`config.mk`:
```
export PLATFORM = sky130hd
export DESIGN_NAME = cook_sequencer
export DESIGN_NICKNAME = d
export VERILOG_FILES = /design/src/rtl/microwave_pkg.sv /design/src/rtl/press_detect.sv /design/src/rtl/cook_sequencer.sv
export SDC_FILE = /design/constraint.sdc
export NUM_CORES = 1
export LEC_CHECK = 0
export CAP_MARGIN = 5
export CORE_MARGIN = 2
export CORE_UTILIZATION = 58
export CTS_BUF_LIST = sky130_fd_sc_hd__clkbuf_4
export CTS_CLUSTER_SIZE = 24
export DETAILED_ROUTE_END_ITERATION = 10
export DONT_BUFFER_PORTS = 1
export PLACE_DENSITY = 0.74
export SLEW_MARGIN = 0
export SYNTH_ARGS = -nofsm -noshare
export SYNTH_HDL_FRONTEND = slang
export SYNTH_SLANG_ARGS = --single-unit
```
`constraint.sdc`:
```
create_clock -name clk -period 1.93 [get_ports clk]
set_input_delay 0.193 -clock clk [delete_from_list [all_inputs] [get_ports clk]]
set_output_delay 0.193 -clock clk [all_outputs]
set_load 0.02 [all_outputs]
```
`src/rtl/microwave_pkg.sv`:
```
// Shared definitions for the microwave cook sequencer: state codes,
// power limits and default timing parameters.
package microwave_pkg;

  // FSM state codes, also driven straight onto the state debug port.
  typedef enum logic [1:0] {
    ST_IDLE  = 2'd0,
    ST_COOK  = 2'd1,
    ST_PAUSE = 2'd2,
    ST_DONE  = 2'd3
  } cook_state_t;

  localparam logic [3:0] MAX_POWER        = 4'd10;
  localparam int         DEF_POWER_WINDOW = 10;
  localparam int         DEF_BEEP_TICKS   = 3;

  // Requested level 0 means "full power"; anything above MAX_POWER saturates.
  function automatic logic [3:0] sat_power(input logic [3:0] level);
    logic [3:0] result;
    if (level == 4'd0 || level > MAX_POWER) begin
      result = MAX_POWER;
    end else begin
      result = level;
    end
    return result;
  endfunction

endpackage

```
`src/rtl/press_detect.sv`:
```
// Registered falling-edge detector for an active-low push button.
// The button is sampled once, then compared with the previous sample; press is
// high for exactly one clk per press no matter how long the button is held.
module press_detect (
  input  logic clk,
  input  logic clear,
  input  logic btn_n,
  output logic press
);

  logic btn_q;
  logic btn_prev;

  // Two-deep button history; both stages read "released" after clear.
  always_ff @(posedge clk) begin
    if (clear) begin
      btn_q    <= 1'b1;
      btn_prev <= 1'b1;
    end else begin
      btn_q    <= btn_n;
      btn_prev <= btn_q;
    end
  end

  assign press = btn_prev & ~btn_q;

endmodule

```
`src/rtl/cook_sequencer.sv`:
```
// Microwave cook sequencer: IDLE/COOK/PAUSE/DONE control FSM with a duty-cycle
// power controller and a completion beeper.
//
// Handshakes: there is no valid/ready traffic here. power_load is a one-clk
// strobe accepted only in IDLE; timer_clr is a one-clk request to the timer;
// tick_1hz is a one-clk enable. All outputs are registered and reflect the
// state entered on the most recent clk edge.
module cook_sequencer
  import microwave_pkg::*;
#(
  parameter int POWER_WINDOW = DEF_POWER_WINDOW,
  parameter int BEEP_TICKS   = DEF_BEEP_TICKS
) (
  input  logic       clk,
  input  logic       clear,
  input  logic       tick_1hz,
  input  logic       startn,
  input  logic       stopn,
  input  logic       door_closed,
  input  logic       timer_zero,
  input  logic [3:0] power_level,
  input  logic       power_load,
  output logic       mag_on,
  output logic       timer_en,
  output logic       timer_clr,
  output logic       beep,
  output logic [1:0] state
);

  localparam int DUTY_W = (POWER_WINDOW > 1) ? $clog2(POWER_WINDOW) : 1;
  localparam int BEEP_W = (BEEP_TICKS > 1) ? $clog2(BEEP_TICKS + 1) : 1;

  localparam logic [DUTY_W-1:0] DUTY_LAST = DUTY_W'(POWER_WINDOW - 1);
  localparam logic [BEEP_W-1:0] BEEP_LAST = BEEP_W'(BEEP_TICKS - 1);

  logic start_press;
  logic stop_press;

  cook_state_t       cur_state;
  cook_state_t       state_nxt;
  logic [DUTY_W-1:0] duty_cnt;
  logic [DUTY_W-1:0] duty_nxt;
  logic [BEEP_W-1:0] beep_cnt;
  logic [BEEP_W-1:0] beep_nxt;
  logic [3:0]        power_reg;
  logic [3:0]        power_nxt;
  logic              clr_nxt;
  logic              mag_nxt;

  press_detect u_start_press (
    .clk   (clk),
    .clear (clear),
    .btn_n (startn),
    .press (start_press)
  );

  press_detect u_stop_press (
    .clk   (clk),
    .clear (clear),
    .btn_n (stopn),
    .press (stop_press)
  );

  // Next-state, counter and power-register decisions for the coming edge.
  always_comb begin
    state_nxt = cur_state;
    duty_nxt  = duty_cnt;
    beep_nxt  = beep_cnt;
    power_nxt = power_reg;
    clr_nxt   = 1'b0;
    case (cur_state)
      ST_IDLE: begin
        if (power_load) begin
          power_nxt = sat_power(power_level);
        end
        if (start_press && door_closed && !timer_zero) begin
          state_nxt = ST_COOK;
          duty_nxt  = '0;
        end
      end
      ST_COOK: begin
        // The duty phase keeps running on the tick that ends cooking too.
        if (tick_1hz) begin
          duty_nxt = (duty_cnt == DUTY_LAST) ? '0 : duty_cnt + 1'b1;
        end
        // Reaching 00:00 outranks a simultaneous stop or door opening.
        if (timer_zero) begin
          state_nxt = ST_DONE;
          beep_nxt  = '0;
        end else if (!door_closed || stop_press) begin
          state_nxt = ST_PAUSE;
        end
      end
      ST_PAUSE: begin
        if (stop_press) begin
          state_nxt = ST_IDLE;
          clr_nxt   = 1'b1;
        end else if (start_press && door_closed) begin
          state_nxt = ST_COOK;
        end
      end
      ST_DONE: begin
        if (stop_press) begin
          state_nxt = ST_IDLE;
        end else if (tick_1hz) begin
          if (beep_cnt == BEEP_LAST) begin
            state_nxt = ST_IDLE;
          end else begin
            beep_nxt = beep_cnt + 1'b1;
          end
        end
      end
      default: begin
        state_nxt = ST_IDLE;
      end
    endcase
  end

  // Magnetron drive for the coming edge; door_closed is used directly so an
  // opening door turns the magnetron off on the very next edge.
  always_comb begin
    mag_nxt = (state_nxt == ST_COOK) && door_closed &&
              (32'(duty_nxt) < 32'(power_nxt));
  end

  // State, counters, power register and registered outputs; clear dominates.
  always_ff @(posedge clk) begin
    if (clear) begin
      cur_state <= ST_IDLE;
      duty_cnt  <= '0;
      beep_cnt  <= '0;
      power_reg <= MAX_POWER;
      mag_on    <= 1'b0;
      timer_en  <= 1'b0;
      timer_clr <= 1'b0;
      beep      <= 1'b0;
    end else begin
      cur_state <= state_nxt;
      duty_cnt  <= duty_nxt;
      beep_cnt  <= beep_nxt;
      power_reg <= power_nxt;
      mag_on    <= mag_nxt;
      timer_en  <= (state_nxt == ST_COOK);
      timer_clr <= clr_nxt;
      beep      <= (state_nxt == ST_DONE);
    end
  end

  assign state = cur_state;

endmodule
```
After elaboration in Yosys (flattened, before gate mapping)

Cells that the tools add are included.
W data, S select, Z words.

Register bits: 20
Output and inout port bits: 6
Logic and storage cells: 67
Input port bits: 12

Add/subtract/negate cells: 2
Equality and inequality tests: 11
Bitwise operators: 5
Multiplexer cells: 22
Reductions and logical operators: 13
Order comparisons: 2

Operators by type and width:

| kind                  | number |
|---|---|
| $mux W2               | 12 |
| $mux W4               | 6 |
| $eq A2 B2 Y1 const B  | 4 |
| $ne A2 B2 Y1 const B  | 4 |
| $pmux W2 S4           | 1 |
| $pmux W4 S2           | 1 |
| $reduce_and A5 Y1     | 1 |
| $add A4 B1 Y4 const B | 1 |
| $eq A2 B1 Y1 const B  | 2 |
| $eq A4 B4 Y1 const B  | 1 |
| $gt A4 B4 Y1 const B  | 1 |
| $logic_and A1 B1 Y1   | 4 |
| $logic_not A4 Y1      | 1 |
| $lt A4 B4 Y1          | 1 |
| $pmux W2 S2           | 1 |
| $not A1 Y1            | 3 |
| $add A2 B1 Y2 const B | 1 |
| $and A1 B1 Y1         | 2 |
| $logic_not A1 Y1      | 2 |
| $logic_not A2 Y1      | 1 |
| $logic_or A1 B1 Y1    | 2 |
| $reduce_bool A2 Y1    | 1 |
| $reduce_or A2 Y1      | 1 |
| $mux W1               | 1 |

Longest topological paths before layout

Gate-level depths: netlist of the first run.

Word-level depth: 9
Gate-level depth with buffers: 9
Mapped depth without buffers: 9

By module

A second synthesis of the first run with hierarchy kept.

Cells, all modules: 117
Area total of the unflattened synthesis: 1057.3 um^2

By module, submodules not included:

| module         | cells each | area each (um^2) | times used | sequential area each (um^2) |
|---|---|---|---|---|
| cook_sequencer | 107        | 934.6            | 1          | 320.3 |
| press_detect   | 5          | 61.3             | 2          | 40.0 |

Worst setup path before layout of the first run

OpenSTA, ideal clock, no wires.

Path kind: flip-flop to flip-flop
Start point: reg cur_state[1] (netlist: state[1])
End point: reg mag_on
Period minus slack after synthesis: 1.921 ns
Arrival time: 1.861 ns
Required time: 1.870 ns
Path buffers: 0
Path slack: 0.009 ns
Cell stages (with the launch flop): 8
Library setup time: 0.060 ns
Cells stage by stage: dfxtp_1 > nor2_1 > nand2_1 > or3_1 > o21ai_0 > ha_1 > a211oi_1 > o2111a_1

Word-level cells in the longest chain between the ends: 7
Elaborated cells on any way between the ends: 19
Classes of those cells: 1 x order compare; 4 x eq/ne; 11 x mux; 3 x reduce/logical

RTL lines:

| element                  | line                  | RTL |
|---|---|---|
| start: declaration       | cook_sequencer.sv:39  | `cook_state_t cur_state;` |
| start signal: assignment | cook_sequencer.sv:138 | `cur_state <= state_nxt;` |
| $mux W2                  | cook_sequencer.sv:106 | `if (beep_cnt == BEEP_LAST) begin` |
| $mux W2                  | cook_sequencer.sv:105 | `end else if (tick_1hz) begin` |
| $mux W2                  | cook_sequencer.sv:103 | `if (stop_press) begin` |
| $pmux W2 S4              | cook_sequencer.sv:71  | `case (cur_state)` |
| $eq A2 B1 Y1             | cook_sequencer.sv:122 | `mag_nxt = (state_nxt == ST_COOK) && door_closed &&` |
| $logic_and A1 B1 Y1      | cook_sequencer.sv:122 |  |
| $logic_and A1 B1 Y1 (*)  | cook_sequencer.sv:122 |  |
| end signal: assignment   | cook_sequencer.sv:142 | `mag_on <= mag_nxt;` |
| end: declaration         | cook_sequencer.sv:23  | `output logic mag_on,` |

Mark *: on every way between the ends. The rest lies on a longest branch, timed or not.
A chain may end at the register's enable or synchronous reset.

Final worst setup path of the first run

Same ends and word-level chain as after synthesis.

==> run_results.csv, run 1 <==
group,metric,value,unit
outcome,status,"completed",
critical_path,path_max_fanout,5,
synth,syn_inst,116,
synth,synth_seq_cells,20,
placement,gp_congestion,0.843,
power_and_ir_drop,pwr-share-comb,10.2,%
detailed_routing,routed_wl,2380,µm
sta,setup_viol,0,
synth,synth_compound_area_share,15.7,%
critical_path,worstRegToRegCells,7,
critical_path,path_class,"reg -> reg",
cts,cts.htree.levels,1,
synth,synthesis.area,997,µm²
cts,cts_sinks,20,
detailed_routing,antenna_left,0,
global_routing,antenna_found_initial,0,
synth,syn_area_per_cell,8.60,µm²
synth,muxShareOfSynthArea,2.01,%
critical_path,arrival,2.17,ns
synth,netlist_top_cells_area,"dfxtp_1 (40%), ha_1 (7.5%), nor2_1 (5.6%)",
finish,post-route-util,77.2,%
sta,max_freq,0.521,GHz
cts,cts_buffer_depth,2,
sta,worst_pin_slew,0.608,ns
power_and_ir_drop,leakage,0.000485,µW
placement,io_buffers,0,
synth,yosys_warnings,0,
critical_path,endpoint_kind,"register",
cts,cts_tree,"built",
die,die_w,45.5,µm
critical_path,cp.required,2.18,ns
detailed_routing,vias,892,
detailed_routing,firstDrtPassIters,4,
sta,clock_skew,0.00221,ns
power_and_ir_drop,pwr-share-seq,49.8,%
finish,final_nets,151,
power_and_ir_drop,p_per_area,723,nW/µm²
cts,clk_pin_slew,0.12,ns
cts,cts_root_buf,"clkbuf_4",
die,core,1560,µm²
synth,synthAdderAreaFrac,7.53,%
synth,synth_xor_area_share,0,%
global_routing,grt_max_degree,18,
critical_path,rr_endpoint,"mag_on$_SDFF_PP0_",
synth,synth_cell_types,35,
sta,fin_crit_sh,99.4,%
detailed_routing,first_iter_violations,22,
finish,drive_gt1_share,22.7,%
detailed_routing,wire_per_inst,16.1,µm
placement,place_hpwl,1520,µm
die,ios,18,
power_and_ir_drop,clkPwrFrac,40.0,%
worst_hold_path,hold_end,"duty_cnt[0]$_SDFF_PP0_",
synth,syn-num-nets,134,
worst_hold_path,worstHoldPathType,"in -> reg",
sta,relSlewSlack,59.4,%
sta,hold_viol,0,
sta,drv_slew,0,
synth,synth.largest_area_cell,"dfxtp_1",
synth,yosysSeqAreaShare,40.2,%
global_routing,grt-ovfl-total,0,
critical_path,r2r_slack,0.01,ns
detailed_routing,drc,0,
worst_hold_path,min_from,"tick_1hz",
cts,insertion_delay,0.30,ns
global_routing,track_usage,23.7,%
synth,synth_simple_gate_area_share,32.4,%
die,row_count,14,
power_and_ir_drop,p_int,678,µW
finish,syn_to_final_growth,20.7,%
die,die-area,2070,µm²
detailed_routing,vias_per_cell,6.03,
die,die_h,45.5,µm
worst_hold_path,min_path_cells,3,
sta,post-route-min-period,1.92,ns
power_and_ir_drop,swShare,22.1,%
cts,numCtsBuffers,3,
power_and_ir_drop,switching_power,192,µW
global_routing,grt_pass1_wl,3510,µm
global_routing,first_global_vias,855,
critical_path,rr_startpoint,"state[1]$_SDFF_PP0_",
finish,layout_common_cells,"dfxtp_1 (16), nor2_1 (15), buf_4 (11)",
finish,final_common_cell,"dfxtp_1",
critical_path,cp-start-kind,"register",
finish,n_antenna_cell,0,
flow_run,maxCapViolCount,0,
sta,holdWs,0.149,ns
synth,yosysTopAreaCellShare,40.2,%
power_and_ir_drop,ir_worst_vdd,535,µV
die,start_util,64.0,%
finish,nFillCells,115,
synth,synth_top_family_by_area,"simple AND/OR/NAND/NOR gates",
==> final cells by class <==
type                    count  area [µm²]  share of cell area, %
well taps                  16        20.0                   1.66
repair buffers             14         113                   9.36
clock inverters             1        30.0                   2.49
flip-flops and latches     20         405                   33.7
clock buffers               3        22.5                   1.87
multi-input cells          90         598                   49.7
inverters                   4        15.0                   1.25
==> kinds of logic after synthesis <==
kind of cell | count (synthesis)
buffers and inverters | 6
flip-flops | 20
adder cells (fa/ha/maj) | 6
AO/OA/AOI/OAI | 22
multiplexers | 2
AND/OR/NAND/NOR | 60
==> synth_stat cells <==
| master | count |
|---|---|
| and3_1 | 2 |
| clkbuf_1 | 2 |
| a21oi_2 | 1 |
| a21boi_0 | 1 |
| a21o_1 | 1 |
| dfxtp_1 | 20 |
| nor2b_1 | 4 |
| nor3b_1 | 2 |
| or2_2 | 4 |
| a221o_1 | 1 |
| o21ai_0 | 5 |
| and2b_1 | 1 |
| nand4b_1 | 2 |
| a221oi_1 | 1 |
| o2111a_1 | 1 |
| or3_1 | 2 |
| nand4_1 | 1 |
| a31oi_1 | 1 |
| o21a_1 | 1 |
| nand2_1 | 8 |
| a211oi_2 | 1 |
| nor3_1 | 6 |
| a21oi_1 | 4 |
| mux2i_1 | 2 |
| inv_1 | 4 |
| ha_1 | 6 |
| a211oi_1 | 2 |
| nor2b_2 | 1 |
| o21bai_1 | 1 |
| o221ai_1 | 1 |
| nor2_1 | 15 |
| and2_1 | 1 |
| nand3_1 | 4 |
| nand2b_1 | 6 |
| and4bb_1 | 1 |
==> power groups by stage <==
stage / combinational (µW) / clock, µW / sequential [µW]
floorplan: 51.5 / 0 / 442
global placement: 69.5 / 0 / 441
detailed placement: 70.7 / 0 / 441
CTS: 81.2 / 349 / 432
global route: 97.0 / 376 / 435
finish: 89.0 / 348 / 433
==> per-layer routing <==
layer,vias up,global-route usage (%),part of all wire [%]
met5,-,0,0
met2,23,37.5,49
met4,0,10.0,1.1
li1,443,-,-
met1,422,30.4,45
met3,4,5.95,4.7
==> worst max path at each step <==
stage                                       from                 to  depth (start not counted)
final                        state[1]$_SDFF_PP0_  mag_on$_SDFF_PP0_                          7
after global routing         state[0]$_SDFF_PP0_  mag_on$_SDFF_PP0_                          7
after CTS                 duty_cnt[1]$_SDFF_PP0_  mag_on$_SDFF_PP0_                          9
after detailed placement  duty_cnt[1]$_SDFF_PP0_  mag_on$_SDFF_PP0_                          9
after global placement    duty_cnt[1]$_SDFF_PP0_  mag_on$_SDFF_PP0_                          9
after floorplan              state[1]$_SDFF_PP0_  mag_on$_SDFF_PP0_                          7
==> through the flow <==
stage / total power [µW] / setup slack [ns] / cells / TNS, ns / instance area (µm²)
after floorplan: 494 / 0.00874 / 116 / 0 / 997
after global placement: 510 / 0.0409 / 141 / 0 / 1090
after detailed placement: 512 / -0.00448 / 141 / -0.00448 / 1090
after CTS: 862 / 0.0246 / 148 / 0 / 1170
after global routing: 907 / -0.0642 / 148 / -0.0642 / 1200
final: 870 / 0.0121 / 148 / 0 / 1200
==> worst max-delay path, cell delays in order, from the launching register on <==
cell	delay, ns
dfxtp_2	0.36
nor2_1	0.14
nand2_1	0.10
or3_1	0.37
o21ai_1	0.22
ha_4	0.27
a211oi_2	0.20
o2111a_1	0.21
==> repair_timing <==
action,4_1_cts,5_1_grt
resized for setup,1,10
endpoints found under the hold margin,17,0
hold buffers,3,0
pin swaps,0,1
endpoints found under the setup margin,1,1
buffers inserted,0,0
No activity file was read; power rests on OpenSTA's default activity.
==> run 2, diff against run 1 <==
--- a/config.mk
+++ b/config.mk
@@ -7,12 +7,12 @@
 export LEC_CHECK = 0
 export CAP_MARGIN = 5
 export CORE_MARGIN = 2
-export CORE_UTILIZATION = 58
+export CORE_UTILIZATION = 51
 export CTS_BUF_LIST = sky130_fd_sc_hd__clkbuf_4
 export CTS_CLUSTER_SIZE = 24
 export DETAILED_ROUTE_END_ITERATION = 10
 export DONT_BUFFER_PORTS = 1
-export PLACE_DENSITY = 0.74
+export PLACE_DENSITY = 0.64
 export SLEW_MARGIN = 0
 export SYNTH_ARGS = -nofsm -noshare
 export SYNTH_HDL_FRONTEND = slang
==> constraint.sdc (replaced) <==
create_clock -name clk -period 2.11 [get_ports clk]
set_input_delay 0.211 -clock clk [delete_from_list [all_inputs] [get_ports clk]]
set_output_delay 0.211 -clock clk [all_outputs]
set_load 0.02 [all_outputs]
==> run 2 against run 1 <==
Count of clock-buffer cells in the layout unchanged. Largest power group unchanged. Cell area down 5.7%. Critical path type unchanged. Non-clock buffer count is 8 lower. Critical endpoint unchanged.
==> run_results.csv, run 2 (synthesis gave the netlist of run 1 again) <==
group,metric,value,unit
finish,syn_to_final_growth,13.8,%
sta,setup_viol,0,
finish,layout_common_cells,"dfxtp_1 (19), nor2_1 (14), nand2_1 (8)",
finish,fin_area,1130,µm²
power_and_ir_drop,pwr-share-comb,8.6,%
cts,cts_tree,"built",
sta,relSlewSlack,60.1,%
die,core,1780,µm²
power_and_ir_drop,swShare,22.0,%
die,die_h,48.2,µm
detailed_routing,vias,825,
placement,io_buffers,0,
global_routing,grt_max_degree,18,
sta,post-route-min-period,1.98,ns
detailed_routing,routed_wl,2030,µm
finish,nFillCells,151,
finish,n_antenna_cell,0,
sta,drv_slew,0,
cts,cts_root_buf,"clkbuf_4",
global_routing,track_usage,20.0,%
cts,numCtsBuffers,3,
finish,post-route-util,63.6,%
critical_path,worstRegToRegCells,7,
die,die_w,48.2,µm
cts,clk_pin_slew,0.12,ns
sta,fin_crit_sh,94.0,%
critical_path,cp-start-kind,"register",
critical_path,endpoint_kind,"register",
detailed_routing,vias_per_cell,5.54,
sta,max_freq,0.504,GHz
power_and_ir_drop,leakage,0.000446,µW
cts,post-cts-setup-buffers,0,
sta,fin_ws,0.127,ns
sta,hold_viol,0,
cts,cts.htree.levels,1,
cts,cts_buffer_depth,2,
detailed_routing,wire_per_inst,13.6,µm
detailed_routing,first_iter_violations,15,
power_and_ir_drop,pwr-share-seq,50.4,%
die,start_util,55.9,%
global_routing,first_global_vias,724,
power_and_ir_drop,p_per_area,692,nW/µm²
detailed_routing,antenna_left,0,
placement,placed_area,1040,µm²
sta,fin_tns_setup,0,ns
power_and_ir_drop,p_int,612,µW
global_routing,met1_usage,24.7,%
placement,place_hpwl,1430,µm
sta,holdWs,0.153,ns
flow_run,maxCapViolCount,0,
worst_hold_path,min_path_cells,4,
sta,rsz0062_at_grt,"false",
global_routing,grt_use_met2,30.5,%
global_routing,busiest_layer,"met2",
sta,worst_pin_slew,0.597,ns
placement,dp_slack,0.0531,ns
detailed_routing,firstDrtPassIters,4,
critical_path,path_max_fanout,6,
global_routing,grt_pass1_wl,3100,µm
critical_path,cp.required,2.38,ns
die,die-area,2330,µm²
power_and_ir_drop,switching_power,173,µW
detailed_routing,drc,0,
finish,final_nets,143,
sta,clock_skew,0.000622,ns
critical_path,path_class,"reg -> reg",
worst_hold_path,worstHoldPathType,"in -> reg",
power_and_ir_drop,ir_worst_vdd,485,µV
global_routing,grt_util_met3,6.30,%
power_and_ir_drop,clkPwrFrac,41.0,%
die,ios,18,
outcome,status,"completed",
critical_path,arrival,2.25,ns
cts,insertion_delay,0.32,ns
finish,drive_gt1_share,13.7,%
die,row_count,15,
cts,cts_sinks,20,
global_routing,grt-ovfl-total,0,
finish,final_common_cell,"dfxtp_1",
global_routing,antenna_found_initial,0,
placement,gp_congestion,0.776,
==> run 2: cell types whose count changed in the layout (fill, tap and decap cells not counted), moves of 2 or more <==
cell,previous run,this run
buf_4,11,3
dfxtp_1,16,19
dfxtp_2,4,1
o21ai_0,2,4
==> run 2: final timing paths <==
path	startpoint	endpoint	slack, ns
max reg2reg	state[1]$_SDFF_PP0_	mag_on$_SDFF_PP0_	0.13
min	power_level[1]	power_reg[1]$_SDFF_PP1_	0.15
max	state[1]$_SDFF_PP0_	mag_on$_SDFF_PP0_	0.13
min reg2reg	u_stop_press.btn_q$_SDFF_PP1_	u_stop_press.btn_prev$_SDFF_PP1_	0.49
==> run 2: area by class of cell <==
type                       instances  area, µm²  area share [%]
multi-input combinational         90        582            51.3
tap                               25       31.3            2.76
clock inverter                     1       30.0            2.65
timing repair buffer               6       52.6            4.63
clock buffer                       3       22.5            1.98
sequential                        20        402            35.4
inverter                           4       15.0            1.32
==> run 2: power by group through the flow <==
stage               clock (µW)  combinational [µW]  sequential [µW]
floorplan                    0                47.1              405
global placement             0                56.1              404
detailed placement           0                56.5              404
CTS                        329                67.7              396
global route               336                76.5              397
finish                     322                67.6              396
==> run 2: metal layers <==
layer	vias up	share of wire, %
li1	431	-
met5	-	0
met2	21	46
met3	6	5.2
met4	0	2.3
met1	367	46
==> run 2: worst max-delay path, cell delays in order (launching register included) <==
cell,delay [ns]
dfxtp_1,0.38
buf_4,0.19
nand2b_1,0.16
or3_1,0.37
nand2_1,0.10
ha_1,0.26
a211oi_2,0.26
o2111a_1,0.21
==> run 2: timing repair <==
action | 4_1_cts | 5_1_grt
gates resized for setup | 2 | 2
pin swaps | 0 | 1
endpoints found under the hold margin | 17 | 0
hold buffers | 3 | 0
setup endpoints to repair | 1 | 1
==> run 2: through the flow <==
step	total power, µW	std cells
2_1_floorplan	452	116
3_3_place_gp	460	142
3_5_place_dp	461	142
4_1_cts	793	149
5_1_grt	810	149
6_report	785	149
